[src/rtl/reaction_stats.sv]
// rtl/reaction_stats.sv - reaction time statistics: ticks to ms, last/best/average as packed BCD
//
// Purpose:
//   Watches the reaction FSM state. On each rising edge of state==3'b100 the
//   measured tick count is divided down to milliseconds. The block then keeps the
//   last result, the best (minimum) result and the mean of the last AVG_N
//   results, and presents all three as packed 4-digit BCD
//   ([15:12] thousands .. [3:0] units) for glyph rendering.
//   All BCD outputs change together in the single cycle where o_valid pulses.
//
// Ports:
//   i_clk_50m   in   system clock
//   i_rst_n     in   asynchronous active-low reset
//   i_state     in   reaction FSM state, 3'b100 = result ready
//   i_ticks     in   measured ticks, sampled on the trigger cycle
//   o_busy      out  conversion in progress (trigger+1 through the o_valid cycle)
//   o_valid     out  1-cycle pulse, all BCD outputs updated this cycle
//   o_last_bcd  out  last result, BCD ms
//   o_best_bcd  out  best result, BCD ms
//   o_avg_bcd   out  average of last AVG_N results, BCD ms (16'hFFFF until o_avg_ok)
//   o_avg_ok    out  AVG_N results accumulated
//   o_count     out  accepted results, saturating at 255
//
// Configuration:
//   REACTION_STATS_ROUND_EN  when defined, adds TICKS_MS/2 (saturating) to the
//                            dividend so the ms value rounds to nearest.

module reaction_stats #(
  parameter int TICKS_W  = 28,
  parameter int TICKS_MS = 50000,
  parameter int MS_W     = 13,
  parameter int AVG_N    = 4
) (
  input  logic               i_clk_50m,
  input  logic               i_rst_n,
  input  logic [2:0]         i_state,
  input  logic [TICKS_W-1:0] i_ticks,
  output logic               o_busy,
  output logic               o_valid,
  output logic [15:0]        o_last_bcd,
  output logic [15:0]        o_best_bcd,
  output logic [15:0]        o_avg_bcd,
  output logic               o_avg_ok,
  output logic [7:0]         o_count
);

  localparam logic [2:0] ST_RESULT = 3'b100;
  localparam int REM_W  = $clog2(TICKS_MS);
  localparam int DCNT_W = $clog2(TICKS_W + 1);
  localparam int BCNT_W = $clog2(MS_W + 1);
  localparam int PTR_W  = $clog2(AVG_N);
  localparam int SUM_W  = MS_W + PTR_W;
  localparam logic [REM_W:0]    DIVISOR   = (REM_W + 1)'(TICKS_MS);
  localparam logic [DCNT_W-1:0] DCNT_LAST = DCNT_W'(TICKS_W - 1);
  localparam logic [BCNT_W-1:0] BCNT_LAST = BCNT_W'(MS_W - 1);

  typedef enum logic [2:0] {
    S_IDLE, S_DIV, S_UPD, S_BCD_L, S_BCD_B, S_BCD_A, S_DONE
  } state_t;

  state_t              state_q, state_d;
  logic                trig_prev_q, trig_prev_d;
  logic [TICKS_W-1:0]  work_q, work_d;     // dividend shifts out of the top, quotient in at the bottom
  logic [REM_W-1:0]    rem_q, rem_d;
  logic [DCNT_W-1:0]   dcnt_q, dcnt_d;
  logic [MS_W-1:0]     bin_q, bin_d;
  logic [15:0]         bcd_q, bcd_d;
  logic [BCNT_W-1:0]   bcnt_q, bcnt_d;
  logic [MS_W-1:0]     last_ms_q, last_ms_d;
  logic [MS_W-1:0]     best_ms_q, best_ms_d;
  logic [SUM_W-1:0]    sum_q, sum_d;
  logic [MS_W-1:0]     entries_q [AVG_N];
  logic [MS_W-1:0]     entries_d [AVG_N];
  logic [PTR_W-1:0]    ptr_q, ptr_d;
  logic [7:0]          count_q, count_d;
  logic [15:0]         last_sh_q, last_sh_d;
  logic [15:0]         best_sh_q, best_sh_d;
  logic [15:0]         last_bcd_q, last_bcd_d;
  logic [15:0]         best_bcd_q, best_bcd_d;
  logic [15:0]         avg_bcd_q, avg_bcd_d;
  logic                avg_ok_q, avg_ok_d;
  logic                valid_q, valid_d;
  logic                busy_q, busy_d;

  logic [TICKS_W-1:0]  dividend;
  logic                trig;
  logic [REM_W:0]      rem_shift;
  logic                rem_ge;
  logic [MS_W-1:0]     q_ms;
  logic [MS_W-1:0]     avg_ms;
  logic [15:0]         bcd_adj;
  logic [15:0]         bcd_step;
  logic [MS_W-1:0]     bin_step;
  logic                avg_ok_new;

`ifdef REACTION_STATS_ROUND_EN
  localparam int HALF_MS = TICKS_MS / 2;
  logic [TICKS_W:0] ticks_rnd;
  always_comb begin
    ticks_rnd = {1'b0, i_ticks} + HALF_MS[TICKS_W:0];
    dividend  = ticks_rnd[TICKS_W] ? '1 : ticks_rnd[TICKS_W-1:0];
  end
`else
  assign dividend = i_ticks;
`endif

  assign trig = (i_state == ST_RESULT) && !trig_prev_q;

  // One restoring-division step per cycle.
  assign rem_shift = {rem_q, work_q[TICKS_W-1]};
  assign rem_ge    = (rem_shift >= DIVISOR);

  // Quotient bits above MS_W cannot be shown; clamp instead of wrapping.
  assign q_ms   = (|work_q[TICKS_W-1:MS_W]) ? '1 : work_q[MS_W-1:0];
  assign avg_ms = MS_W'(sum_q >> PTR_W);
  assign avg_ok_new = (count_q >= 8'(AVG_N));

  // Double-dabble iteration: add 3 to any digit >= 5, then shift in the next binary bit.
  always_comb begin
    bcd_adj = bcd_q;
    for (int k = 0; k < 4; k++) begin
      if (bcd_q[4*k +: 4] >= 4'd5) begin
        bcd_adj[4*k +: 4] = bcd_q[4*k +: 4] + 4'd3;
      end
    end
    bcd_step = 16'({bcd_adj, bin_q[MS_W-1]});
    bin_step = {bin_q[MS_W-2:0], 1'b0};
  end

  always_comb begin
    state_d     = state_q;
    trig_prev_d = (i_state == ST_RESULT);
    work_d      = work_q;
    rem_d       = rem_q;
    dcnt_d      = dcnt_q;
    bin_d       = bin_q;
    bcd_d       = bcd_q;
    bcnt_d      = bcnt_q;
    last_ms_d   = last_ms_q;
    best_ms_d   = best_ms_q;
    sum_d       = sum_q;
    entries_d   = entries_q;
    ptr_d       = ptr_q;
    count_d     = count_q;
    last_sh_d   = last_sh_q;
    best_sh_d   = best_sh_q;
    last_bcd_d  = last_bcd_q;
    best_bcd_d  = best_bcd_q;
    avg_bcd_d   = avg_bcd_q;
    avg_ok_d    = avg_ok_q;
    valid_d     = 1'b0;

    case (state_q)
      S_IDLE: begin
        // A timeout marker (all-ones ticks) is not a measurement.
        if (trig && (i_ticks != '1)) begin
          work_d  = dividend;
          rem_d   = '0;
          dcnt_d  = '0;
          state_d = S_DIV;
        end
      end
      S_DIV: begin
        rem_d  = rem_ge ? REM_W'(rem_shift - DIVISOR) : REM_W'(rem_shift);
        work_d = {work_q[TICKS_W-2:0], rem_ge};
        dcnt_d = dcnt_q + 1'b1;
        if (dcnt_q == DCNT_LAST) begin
          state_d = S_UPD;
        end
      end
      S_UPD: begin
        last_ms_d = q_ms;
        if (q_ms < best_ms_q) begin
          best_ms_d = q_ms;
        end
        sum_d            = sum_q - SUM_W'(entries_q[ptr_q]) + SUM_W'(q_ms);
        entries_d[ptr_q] = q_ms;
        ptr_d            = ptr_q + 1'b1;
        if (count_q != 8'hFF) begin
          count_d = count_q + 8'd1;
        end
        bin_d   = q_ms;
        bcd_d   = '0;
        bcnt_d  = '0;
        state_d = S_BCD_L;
      end
      S_BCD_L, S_BCD_B, S_BCD_A: begin
        bcd_d  = bcd_step;
        bin_d  = bin_step;
        bcnt_d = bcnt_q + 1'b1;
        if (bcnt_q == BCNT_LAST) begin
          bcd_d  = '0;
          bcnt_d = '0;
          if (state_q == S_BCD_L) begin
            last_sh_d = bcd_step;
            bin_d     = best_ms_q;
            state_d   = S_BCD_B;
          end else if (state_q == S_BCD_B) begin
            best_sh_d = bcd_step;
            bin_d     = avg_ms;
            state_d   = S_BCD_A;
          end else begin
            // The average conversion finishes here, so all outputs load on this edge.
            last_bcd_d = last_sh_q;
            best_bcd_d = best_sh_q;
            avg_bcd_d  = avg_ok_new ? bcd_step : 16'hFFFF;
            avg_ok_d   = avg_ok_new;
            valid_d    = 1'b1;
            state_d    = S_DONE;
          end
        end
      end
      S_DONE: begin
        state_d = S_IDLE;
      end
      default: begin
        state_d = S_IDLE;
      end
    endcase

    busy_d = (state_d != S_IDLE);
  end

  always_ff @(posedge i_clk_50m or negedge i_rst_n) begin
    if (!i_rst_n) begin
      state_q     <= S_IDLE;
      trig_prev_q <= 1'b0;
      work_q      <= '0;
      rem_q       <= '0;
      dcnt_q      <= '0;
      bin_q       <= '0;
      bcd_q       <= '0;
      bcnt_q      <= '0;
      last_ms_q   <= '0;
      best_ms_q   <= '1;
      sum_q       <= '0;
      for (int i = 0; i < AVG_N; i++) begin
        entries_q[i] <= '0;
      end
      ptr_q       <= '0;
      count_q     <= '0;
      last_sh_q   <= 16'hFFFF;
      best_sh_q   <= 16'hFFFF;
      last_bcd_q  <= 16'hFFFF;
      best_bcd_q  <= 16'hFFFF;
      avg_bcd_q   <= 16'hFFFF;
      avg_ok_q    <= 1'b0;
      valid_q     <= 1'b0;
      busy_q      <= 1'b0;
    end else begin
      state_q     <= state_d;
      trig_prev_q <= trig_prev_d;
      work_q      <= work_d;
      rem_q       <= rem_d;
      dcnt_q      <= dcnt_d;
      bin_q       <= bin_d;
      bcd_q       <= bcd_d;
      bcnt_q      <= bcnt_d;
      last_ms_q   <= last_ms_d;
      best_ms_q   <= best_ms_d;
      sum_q       <= sum_d;
      entries_q   <= entries_d;
      ptr_q       <= ptr_d;
      count_q     <= count_d;
      last_sh_q   <= last_sh_d;
      best_sh_q   <= best_sh_d;
      last_bcd_q  <= last_bcd_d;
      best_bcd_q  <= best_bcd_d;
      avg_bcd_q   <= avg_bcd_d;
      avg_ok_q    <= avg_ok_d;
      valid_q     <= valid_d;
      busy_q      <= busy_d;
    end
  end

  assign o_busy     = busy_q;
  assign o_valid    = valid_q;
  assign o_last_bcd = last_bcd_q;
  assign o_best_bcd = best_bcd_q;
  assign o_avg_bcd  = avg_bcd_q;
  assign o_avg_ok   = avg_ok_q;
  assign o_count    = count_q;

endmodule
[config.mk]
export PLATFORM = sky130hd
export DESIGN_NAME = reaction_stats
export DESIGN_NICKNAME = d
export VERILOG_FILES = /design/src/rtl/reaction_stats.sv
export SDC_FILE = /design/constraint.sdc
export NUM_CORES = 1
export LEC_CHECK = 0
export ABC_AREA = 1
export BUFFER_PORTS_ARGS = -buffer_cell sky130_fd_sc_hd__clkbuf_2
export CORE_ASPECT_RATIO = 0.8
export CORE_MARGIN = 1
export CORE_UTILIZATION = 40
export CTS_CLUSTER_DIAMETER = 60
export CTS_CLUSTER_SIZE = 14
export DETAILED_ROUTE_END_ITERATION = 16
export GPL_TIMING_DRIVEN = 0
export SLEW_MARGIN = 10
export SYNTH_ARGS = -nofsm -noshare
export SYNTH_HDL_FRONTEND = slang
export SYNTH_SLANG_ARGS = --single-unit
[constraint.sdc]
create_clock -name i_clk_50m -period 3.8 [get_ports i_clk_50m]
set_input_delay 0.76 -clock i_clk_50m [delete_from_list [all_inputs] [get_ports i_clk_50m]]
set_output_delay 0.76 -clock i_clk_50m [all_outputs]
set_load 0.005 [all_outputs]
; Yosys cells after proc, flatten, opt, wreduce, memory -nomap -nowiden
; Cells that the tools add are included.
; W data, S select, Z words.
[totals]
output_inout_bits = 59
wordCells = 111
inputBits = 33
ff_bits = 259
[classes]
bitwise = 3
order_cmp = 9
n_addsub = 11
muxes = 37
n_eq_ne = 11
n_reduce_logical = 16
[ops]
columns = operator, n
row1 = $mux W13, 7
row2 = $mux W16, 4
row3 = $pmux W16 S2, 2
row4 = $pmux W28 S2, 1
row5 = $bwmux W52, 1
row6 = $mux W28, 1
row7 = $ne A28 B28 Y1 const B, 1
row8 = $bmux W13 S2, 1
row9 = $demux W13 S2, 1
row10 = $pmux W13 S2, 1
row11 = $ge A17 B16 Y1 const B, 1
row12 = $ge A4 B3 Y1 const B, 4
row13 = $mux W4, 4
row14 = $sub A16 B16 Y16 const B, 1
row15 = $add A15 B13 Y15, 1
row16 = $reduce_or A15 Y1, 1
row17 = $sub A15 B13 Y15, 1
row18 = $lt A13 B13 Y1, 1
row19 = $add A4 B2 Y4 const B, 3
row20 = $mux W3, 4
row21 = $pmux W3 S4, 1
row22 = $pmux W5 S2, 1
row23 = $eq A3 B3 Y1 const B, 3
row24 = $add A8 B1 Y8 const B, 1
row25 = other kinds (28), 40

; Depth between registers and ports, before layout
; Gate-level depths: netlist of the first run.
[depth]
ltp_word = 6
mapped_depth = 20

; Worst setup path before layout of the first run
; No wires, ideal clock.
[synth_timing]
path_kind = register to register
startpoint = register ptr_q[0]
endpoint = register sum_q[6]
t_arrival_ns = 2.839
period_less_slack_ns = 2.970
required_time_ns = 3.669
n_path_buf = 2
setup_time_ns = 0.131
path_stages_with_launch = 16
setup_slack_ns = 0.830
path_cell_list = dfrtp_1 clkbuf_1 clkinv_1 clkbuf_1 nor2_1 o22ai_1 fa_1 inv_1 fa_1 nand2_1 nand3_1 nand3_1 nand2_1 or2_2 nand3_1 o21ai_0
[synth_via]
elab_chain_cells = 6
[synth_rtl]
columns = element, line_no
row1 = start: declaration, 74  ; logic [PTR_W-1:0] ptr_q, ptr_d;
row2 = start signal: assignment, 263  ; ptr_q <= ptr_d;
row3 = $not A2 Y3 (not written as such), 176  ; sum_d = sum_q - SUM_W'(entries_q[ptr_q]) + SUM_W'(q_ms);
row4 = $bmux W13 S2, 176
row5 = $mux W13 (not written as such) (2 in series), 176
row6 = $sub A15 B13 Y15, 176
row7 = $add A15 B13 Y15, 176
row8 = end signal: assignment, 261  ; sum_q <= sum_d;
row9 = end: declaration, 71  ; logic [SUM_W-1:0] sum_q, sum_d;
; Every way passes these cells. The select of a mux whose other input is x is not followed.
; A chain may end at the register's enable or synchronous reset.

; Worst setup path in the final report of the first run
[layout_timing]
startpoint = register work_q[23]
endpoint = register sum_q[13]
[layout_via]
elab_chain_cells = 3
[layout_rtl]
columns = element, line_no
row1 = start: declaration, 63  ; logic [TICKS_W-1:0] work_q, work_d;
row2 = start signal: assignment, 253  ; work_q <= work_d;
row3 = $reduce_or A15 Y1, 114  ; assign q_ms = (|work_q[TICKS_W-1:MS_W]) ? '1 : work_q[MS_W-1:0];
row4 = $mux W13, 114
row5 = via q_ms[11], 89  ; logic [MS_W-1:0] q_ms;
row6 = $add A15 B13 Y15, 176
; The timed path passes the listed nets, and every way through them passes these cells.

==> impl_metrics.tcl, run 1 <==
set metrics [dict create \
    run_status "finished clean" \
    grt_pass1_vias 11000 \
    clk_pin_slew_worst_paths_ns 0.07 \
    timing.final.crit_share_pct 93.1 \
    via_per_inst 5.17 \
    placed_cells 2194 \
    final_min_period_ns 3.54 \
    place.port_buffers 91 \
    cts-htree-levels 1 \
    first_pass_iters 5 \
    design_area_mm2 0.0154 \
    synth_common_cells "nand2_1 (560), dfrtp_1 (166), o21ai_0 (166)" \
    place_congestion 0.880 \
    grt_antenna_before_repair 0 \
    clk_latency_ns 0.56 \
    ys_warn_count 0 \
    worstPathBufferInverterCount 3 \
    cts_tree "yes" \
    route.final.wire_length_um 36500 \
    ys_ff_latch 259 \
    multiInputGateArea_mm2 0.00598 \
    worst_clock_skew_ns 0.0299 \
    ys_top_cells_by_area "dfrtp_1 (31%), dfstp_2 (18%), nand2_1 (16%)" \
    drc 0 \
    crit_path_top_delay_cell "fa_1" \
    post_synth_num_cell_types 42 \
    worstSetupPathDepth 17 \
    slew_headroom_pct 37.1 \
    worst_path_most_repeated_cell "nand2_1" \
    end_kind "flop" \
    synth_most_common_cell "nand2_1" \
    die_area_mm2 0.0345 \
    ff_latch_area_mm2 0.00660 \
    syn_avg_cell_area_um2 8.05 \
    areaGrowthSynthToFinish_pct 14.5 \
    die_height_um 166 \
    groute.usage.overall_pct 21.6 \
    cts_made_buffers 27 \
    cp.required_ns 4.20 \
    ant_nets 0 \
    slew_viol_final 0 \
    hp-class "input port to asynchronous set/reset pin" \
    clock_sink_count 259 \
    worst_ir_drop_vdd_mv 0.245 \
    initial_utilization_pct 41.0 \
    overflow 0 \
    timing.final.hold_violations 0 \
    timing.critical_path.slowest_cell_delay_ns 0.51 \
    chipWidth_um 207 \
    synth_largest_area_cell "dfrtp_1" \
    worst-r2r-setup-slack_ns 0.26 \
    dr.first_iter.drc_count 965 \
    synth_top_area_share_pct 30.8 \
    rsz_0062_raised_after_global_routing "no" \
    cp_data_arrival_time_ns 3.94 \
    setup_slack_ns 0.260 \
    static_leakage_nw 7.08 \
    cts_max_path_buffers 3 \
    timing_worst_slew_pin_value_ns 0.939 \
    dp_worst_setup_slack_ns 0.0846 \
    clockRootBuffer "clkbuf_16" \
    asyncSetResetFlopFracSynth_pct 100 \
    grt_pass1_wl_um 60100 \
    max_freq_ghz 0.283 \
    layout_cell_share_with_drive_strength_beyond_1_pct 16.7 \
    cap_violations 0 \
    core_mm2 0.0329 \
    dp_hpwl_um 26000 \
    number_of_synthesized_flops_with_an_enable_pin 0 \
    synth.net_count 1766 \
    setup.worst_path.start_class "flop" \
    power_per_standard_cell_area_mw_per_mm2 358 \
    fin_total_pwr_w 0.00552 \
    fillerInstances 3252 \
    final_setup_violation_count 0 \
    critical_path_class "flop to flop" \
    fraction_of_the_core_area_covered_by_cells_at_the_end_of_the_flow_pct 47.0 \
    place_area_mm2 0.0145 \
    grt_start_max_net_pins 101 \
    insertedDiodeCount 0 \
    floorplan.io_pins 92 \
    cp_top_family "simple AND/OR/NAND/NOR gates" \
    syn_area_mm2 0.0135 \
    synth_cells 1674 \
    path_max_fanout 10 \
    finish.net_count 1887 \
    cells_along_the_critical_path "nor2_1 > nand2_1 > nor2_1 > nand2_1 > buf_2 > nor2_2 > inv_1 > fa_1 > ha_1 > inv_1 > nor3_1 > and2_1 > nand2_1 > nand2_1 > nand2_1 > nand3_1 > o21ai_0" \
    finish.cell_count_without_fillers 2242 \
    wl_per_cell_um 16.3 \
    via_count 11600 \
    placementRows 59 \
    yosys_most_used_dff "dfrtp_1" \
    worst_reg_to_reg_path_cell_count 17 \
    synth.yosys.seq_area_share_pct 48.9 \
]
[area by class of cell]
cell class / count / area share (%)
Sequential cell: 259 / 42.7
Multi-Input combinational cell: 1187 / 38.7
Clock buffer: 41 / 5.19
Inverter: 155 / 3.77
Tap cell: 427 / 3.46
Timing Repair Buffer: 93 / 3.36
Buffer: 72 / 2.25
Clock inverter: 8 / 0.502
[through the flow]
stage               TNS [ns]  hold WS [ns]
floorplan                  0         0.443
finish                     0         0.247
global route               0         0.303
CTS                        0         0.273
detailed placement         0         0.456
global placement     -737.70         0.451
[sequential cells by signal, summed over array words and instances, names as in the netlist, 8 cells and up]
name / cells
bin_q: 13
bcd_q: 16
best_ms_q: 13
best_sh_q: 16
o_avg_bcd: 16
work_q: 28
o_count: 8
sum_q: 15
last_sh_q: 16
rem_q: 16
o_best_bcd: 16
entries_q: 52
o_last_bcd: 16
[report_power, final]
| group | internal (W) | total [W] | switching, W |
|---|---|---|---|
| clock network | 0.00148 | 0.00266 | 0.00118 |
| logic | 0.0000252 | 0.0000989 | 0.0000737 |
| registers | 0.00276 | 0.00276 | 0.000000356 |
| total | 0.00427 | 0.00552 | 0.00126 |
[cell usage in the layout, fill, tap and decap left out, drive strengths merged, types with 14 or more instances in the layout]
cell type	synthesis	layout
a21oi	45	45
buf	46	48
clkbuf	27	158
dfrtp	166	166
dfstp	93	93
ha	46	46
inv	153	158
nand2	563	563
nand3	128	128
nand4	14	14
nor2	102	102
o21ai	170	170
o22ai	29	29
xor2	19	19
[cells by family (layout without fill, tap and decap cells)]
kind of cell    after synthesis  after routing  synth area share [%]
compound gates              264            264                  10.6
xor+xnor                     25             25                  1.62
fa+ha+maj                    59             59                  6.20
buf+inv                     228            369                  6.92
flops                       259            259                  48.9
simple gates                839            839                  25.8
[final timing paths]
| check | from | end |
|---|---|---|
| hold / removal | i_rst_n | sum_q[5] |
| min in group i_clk_50m | best_ms_q[4] | best_ms_q[4] |
| max in group asynchronous | i_rst_n | o_best_bcd[8] |
| setup / recovery | work_q[23] | sum_q[13] |
| setup reg to reg | work_q[23] | sum_q[13] |
| hold reg to reg | best_ms_q[4] | best_ms_q[4] |
[routing by layer]
metal / global-route usage [%] / vias up / wire length, um
met5: 0 / - / 0
met4: 4.93 / 0 / 782
met3: 2.55 / 53 / 2050
met2: 30.4 / 356 / 14600
met1: 34.8 / 5545 / 19000
li1: - / 5647 / -
[what timing repair did]
item	4_1_cts	5_1_grt
hold buffers	0	0
resized for setup	0	11
endpoints found under the hold margin	0	0
setup endpoints to repair	0	19
setup buffers	0	0
Power figures use the tool's default switching activity.
==> run 2, diff against run 1 <==
--- a/config.mk
+++ b/config.mk
@@ -14,6 +14,7 @@
 export CTS_CLUSTER_SIZE = 14
 export DETAILED_ROUTE_END_ITERATION = 16
 export GPL_TIMING_DRIVEN = 0
+export PLACE_DENSITY_LB_ADDON = 0.08
 export SLEW_MARGIN = 10
 export SYNTH_ARGS = -nofsm -noshare
 export SYNTH_HDL_FRONTEND = slang
==> run 2 against run 1 <==
Compared with the run above: first-iteration DRC count is 3.5% higher; critical path type unchanged; sequential power barely moved; sequential share of layout area fell by 0.17 points; highest routed layer unchanged; largest power group unchanged.
==> impl_metrics.tcl, run 2 (synthesized netlist as in run 1, its figures left out) <==
set metrics [dict create \
    slew_viol_final 0 \
    core_mm2 0.0329 \
    rsz_0062_raised_after_global_routing "no" \
    die_height_um 166 \
    final_setup_violation_count 0 \
    fraction_of_the_core_area_covered_by_cells_at_the_end_of_the_flow_pct 47.2 \
    timing.final.hold_violations 0 \
    cts_tree "yes" \
    place_area_mm2 0.0145 \
    timing_worst_slew_pin_value_ns 1.01 \
    wl_per_cell_um 17.2 \
    route.final.wire_length_um 38700 \
    dr.first_iter.drc_count 999 \
    ant_nets 0 \
    cts-htree-levels 1 \
    first_pass_iters 5 \
    timing.critical_path.slowest_cell_delay_ns 0.48 \
    clock_sink_count 259 \
    chipWidth_um 207 \
    grt_antenna_before_repair 0 \
    static_leakage_nw 7.10 \
    worst_ir_drop_vdd_mv 0.283 \
    worst_path_most_repeated_cell "nand2_1" \
    worst_reg_to_reg_path_cell_count 17 \
    top_registers "entries_q (52), work_q (28)" \
    path_max_fanout 10 \
    die_area_mm2 0.0345 \
    critical_path_class "flop to flop" \
    worstSetupPathDepth 17 \
    dp_hpwl_um 27800 \
    hp-class "input port to asynchronous set/reset pin" \
    groute.usage.overall_pct 23.0 \
    cap_violations 0 \
    timing.final.crit_share_pct 92.9 \
    setup.worst_path.start_class "flop" \
    worst-r2r-setup-slack_ns 0.27 \
    cp_top_family "simple AND/OR/NAND/NOR gates" \
    cp.required_ns 4.22 \
    grt_start_max_net_pins 97 \
    top_reg_by_flops "entries_q" \
    multiInputGateArea_mm2 0.00599 \
    cts_max_path_buffers 3 \
    end_kind "flop" \
    placementRows 59 \
    cts_hold_buf 0 \
    areaGrowthSynthToFinish_pct 15.0 \
    cells_along_the_critical_path "nor2_1 > nand2_1 > nor2_1 > nand2_1 > buf_2 > nor2_2 > ha_1 > inv_1 > ha_1 > fa_1 > nand2_1 > nand3_1 > nand3_1 > nand2_1 > or2_2 > nand3_1 > o21ai_0" \
    worstPathBufferInverterCount 2 \
    clk_pin_slew_worst_paths_ns 0.07 \
    via_count 11600 \
    dp_worst_setup_slack_ns -0.145 \
    design_area_mm2 0.0155 \
    clk_latency_ns 0.57 \
    run_status "finished clean" \
    cp_data_arrival_time_ns 3.95 \
    floorplan.io_pins 92 \
    initial_utilization_pct 41.0 \
    max_freq_ghz 0.283 \
    setup_slack_ns 0.270 \
    grt_pass1_wl_um 62600 \
    layout_common_cells "nand2_1 (560), o21ai_0 (166), dfrtp_1 (165)" \
    slew_headroom_pct 31.8 \
    final_min_period_ns 3.53 \
    via_per_inst 5.15 \
    ff_latch_area_mm2 0.00660 \
    grt_pass1_vias 10900 \
    clockRootBuffer "clkbuf_16" \
    finish.net_count 1890 \
    fillerInstances 3241 \
    setup_tns_ns 0 \
    crit_path_top_delay_cell "nor2_2" \
    largest_register_ffs 52 \
    drc 0 \
    overflow 0 \
    place.port_buffers 91 \
    power_per_standard_cell_area_mw_per_mm2 363 \
    worst_clock_skew_ns 0.0159 \
    layout_cell_share_with_drive_strength_beyond_1_pct 17.2 \
    fin_total_pwr_w 0.00562 \
    cts_made_buffers 28 \
    place_congestion 0.892 \
    final_common_cell "nand2_1" \
]
## run 2: changes by cell type in the layout (fill, tap and decap cells not counted), moves of 2 or more
| cell | previous run | this run |
|---|---|---|
| buf_4 | 2 | 4 |
| clkinvlp_4 | 0 | 2 |
| nor2_4 | 0 | 2 |
| nor2_2 | 15 | 13 |
| clkbuf_1 | 35 | 31 |
| inv_6 | 1 | 4 |
## run 2: repair_timing
action                                  4_1_cts  5_1_grt
gates resized for setup                       1       13
setup buffers                                 0        2
endpoints found under the hold margin         0        0
endpoints found under the setup margin        3       19
pin swaps                                     0        1
cloned                                        0        0
## run 2: report_power, final
part | leakage, nW | internal (W) | switching (W) | total (W)
Sequential | 2.97 | 0.00276 | 0.000000354 | 0.00276
Combinational | 3.69 | 0.0000252 | 0.0000767 | 0.000102
Clock | 0.447 | 0.00152 | 0.00124 | 0.00276
Total | 7.10 | 0.00431 | 0.00132 | 0.00562
## run 2: per-layer routing
layer  global-route usage [%]  part of all wire [%]  wire [um]  vias up
li1                         -                     -          -     5670
met1                     37.6                    54      20700     5535
met2                     30.8                    39      15000      327
met3                     3.95                   5.7       2220       42
met4                     4.74                   1.8        689        0
met5                        0                     0          0        -
## run 2: area by class of cell
type                    instances  area share (%)
clock buffers                  38            5.23
well taps                     427            3.45
diodes                          1          0.0161
plain buffers                  72            2.24
flip-flops and latches        259            42.6
repair buffers                 95            3.45
clock inverters                13           0.678
inverters                     155            3.75
multi-input cells            1187            38.6
## run 2: final timing paths
| kind | start | to |
|---|---|---|
| min in group i_clk_50m | best_sh_q[5] | o_best_bcd[5] |
| worst max register to register | work_q[23] | sum_q[6] |
| worst min register to register | best_sh_q[5] | o_best_bcd[5] |
| max in group asynchronous | i_rst_n | o_best_bcd[4] |
| worst min-delay path | i_rst_n | sum_q[9] |
| worst max-delay path | work_q[23] | sum_q[6] |
## run 2: through the flow
step,instances,hold slack (ns)
2_1_floorplan,1674,0.443
3_3_place_gp,2192,0.450
3_5_place_dp,2194,0.454
4_1_cts,2245,0.270
5_1_grt,2246,0.274
6_report,2247,0.222
==> run 3, diff against run 2 <==
==> constraint.sdc (replaced) <==
create_clock -name i_clk_50m -period 4.2 [get_ports i_clk_50m]
set_input_delay 0.84 -clock i_clk_50m [delete_from_list [all_inputs] [get_ports i_clk_50m]]
set_output_delay 0.84 -clock i_clk_50m [all_outputs]
set_load 0.005 [all_outputs]
==> run 3 against run 2 <==
Compared with the run above: cell area is 0.32% lower; global-route usage stayed put; cell count hardly changed; die area stayed put; clock power is 9.4% lower; hold slack better by 0.078 ns; critical endpoint is now sum_q[14]; largest cell class unchanged.
==> impl_metrics.tcl, run 3 (synthesized netlist as in run 1, its figures left out) <==
set metrics [dict create \
    run_status "finished clean" \
    final_common_cell "nand2_1" \
    power_per_standard_cell_area_mw_per_mm2 329 \
    drc 0 \
    rsz_0062_raised_after_global_routing "no" \
    finish.net_count 1889 \
    final_min_period_ns 3.78 \
    dp_hpwl_um 27800 \
    placementRows 59 \
    design_area_mm2 0.0155 \
    route.final.wire_length_um 38700 \
    insertedDiodeCount 0 \
    max_freq_ghz 0.264 \
    final_setup_violation_count 0 \
    fillerInstances 3245 \
    grt_pass1_vias 10900 \
    end_kind "flop" \
    worst_clock_skew_ns 0.0205 \
    clk_latency_ns 0.57 \
    timing.critical_path.slowest_cell_delay_ns 0.95 \
    core_mm2 0.0329 \
    layout_cell_share_with_drive_strength_beyond_1_pct 16.5 \
    cts_made_buffers 28 \
    floorplan.io_pins 92 \
    critical_path_class "flop to flop" \
    initial_utilization_pct 41.0 \
    areaGrowthSynthToFinish_pct 14.6 \
    die_height_um 166 \
    multiInputGateArea_mm2 0.00595 \
    via_per_inst 5.18 \
    crit_path_top_delay_cell "nor2_1" \
    dr.first_iter.drc_count 1062 \
    grt_antenna_before_repair 0 \
    ff_latch_area_mm2 0.00660 \
    static_leakage_nw 7.10 \
    cts_tree "yes" \
    worst-r2r-setup-slack_ns 0.42 \
    via_count 11600 \
    top_reg_by_flops "entries_q" \
    slew_headroom_pct 17.6 \
    path_max_fanout 7 \
    timing.final.hold_violations 0 \
    largest_register_ffs 52 \
    worst_reg_to_reg_path_cell_count 14 \
    cts_hold_buf 0 \
    place.port_buffers 91 \
    place_congestion 0.892 \
    ant_nets 0 \
    timing.final.crit_share_pct 90.0 \
    cp_data_arrival_time_ns 4.23 \
    die_area_mm2 0.0345 \
    groute.layer.met3.usage_pct 3.95 \
    overflow 0 \
    setup_tns_ns 0 \
    place_area_mm2 0.0145 \
    global_route.usage.met2_pct 30.8 \
    top_registers "entries_q (52), work_q (28)" \
    grt.busiest_layer "met1" \
    groute.usage.overall_pct 23.0 \
    clock_sink_count 259 \
    cap_violations 0 \
    slew_viol_final 0 \
    hp-class "input port to asynchronous set/reset pin" \
    grt_start_max_net_pins 97 \
    cts-htree-levels 1 \
    wl_per_cell_um 17.2 \
    layout_common_cells "nand2_1 (560), o21ai_0 (166), dfrtp_1 (166)" \
    cts_max_path_buffers 3 \
    clockRootBuffer "clkbuf_16" \
    worst_ir_drop_vdd_mv 0.259 \
    grt_pass1_wl_um 62600 \
    setup.worst_path.start_class "flop" \
    met1_usage_pct 37.6 \
    clk_pin_slew_worst_paths_ns 0.07 \
    chipWidth_um 207 \
    first_pass_iters 5 \
    cp.required_ns 4.65 \
    timing_worst_slew_pin_value_ns 1.23 \
    cells_along_the_critical_path "nor2_1 > nand2_1 > nor2_1 > nand2_1 > nor2_1 > fa_1 > inv_1 > ha_1 > a21oi_1 > o21ai_0 > a21oi_1 > nand3_1 > nand3_1 > nand2_1" \
]
run 3: cell count changes in the layout (fill, tap and decap cells not counted):
| cell | previous run | this run |
|---|---|---|
| clkbuf_1 | 31 | 32 |
| diode_2 | 1 | 0 |
| dfrtp_2 | 1 | 0 |
| nor2_2 | 13 | 5 |
| nor2_4 | 2 | 0 |
| nor2_1 | 87 | 97 |
| buf_4 | 4 | 2 |
| dfrtp_1 | 165 | 166 |
run 3: metal layers:
| metal | vias up | wire length [um] |
|---|---|---|
| li1 | 5663 | - |
| met1 | 5571 | 20600 |
| met2 | 336 | 14900 |
| met3 | 50 | 2460 |
| met4 | 0 | 719 |
| met5 | - | 0 |
run 3: worst paths after layout:
| check | to | start |
|---|---|---|
| max | sum_q[14] | work_q[23] |
| min | sum_q[9] | i_rst_n |
| max reg2reg | sum_q[14] | work_q[23] |
| min reg2reg | o_best_bcd[5] | best_sh_q[5] |
| max in group asynchronous | o_best_bcd[4] | i_rst_n |
| min in group i_clk_50m | o_best_bcd[5] | best_sh_q[5] |
run 3: where the power goes:
group          leakage, nW  switching (W)  internal, W
clock network        0.447        0.00112      0.00138
logic                 3.69      0.0000694    0.0000228
registers             2.97    0.000000322      0.00250
run 3: area by class of cell:
cell class / count / share of cell area [%]
well taps: 427 / 3.46
inverters: 155 / 3.76
flip-flops and latches: 259 / 42.7
plain buffers: 73 / 2.27
clock inverters: 13 / 0.680
repair buffers: 93 / 3.36
clock buffers: 38 / 5.25
multi-input cells: 1187 / 38.5
run 3: worst max-delay path, delay by kind of cell (launching register included):
kind,cells,cell delay [ns]
adders and majority gates,2,0.86
and+or+nand+nor,8,1.72
DFF,1,0.41
buffers and inverters,1,0.07
AOI/OAI and AO/OA,3,0.61
run 3: timing repair:
action / 4_1_cts / 5_1_grt
gates resized for setup: 0 / 1
endpoints found under the setup margin: 0 / 1
buffers inserted: 0 / 0
run 3: metrics by stage:
step                total power [W]  hold slack [ns]  setup WS, ns  cells  util (%)
detailed placement          0.00264            0.454         0.255   2194      44.3
CTS                         0.00515            0.350         0.218   2245      47.0
global route                0.00527            0.354         0.126   2245      47.0
global placement            0.00263            0.450         -3.34   2192      44.1
finish                      0.00509            0.300         0.419   2245      47.0
floorplan                   0.00256            0.443          1.23   1674         -
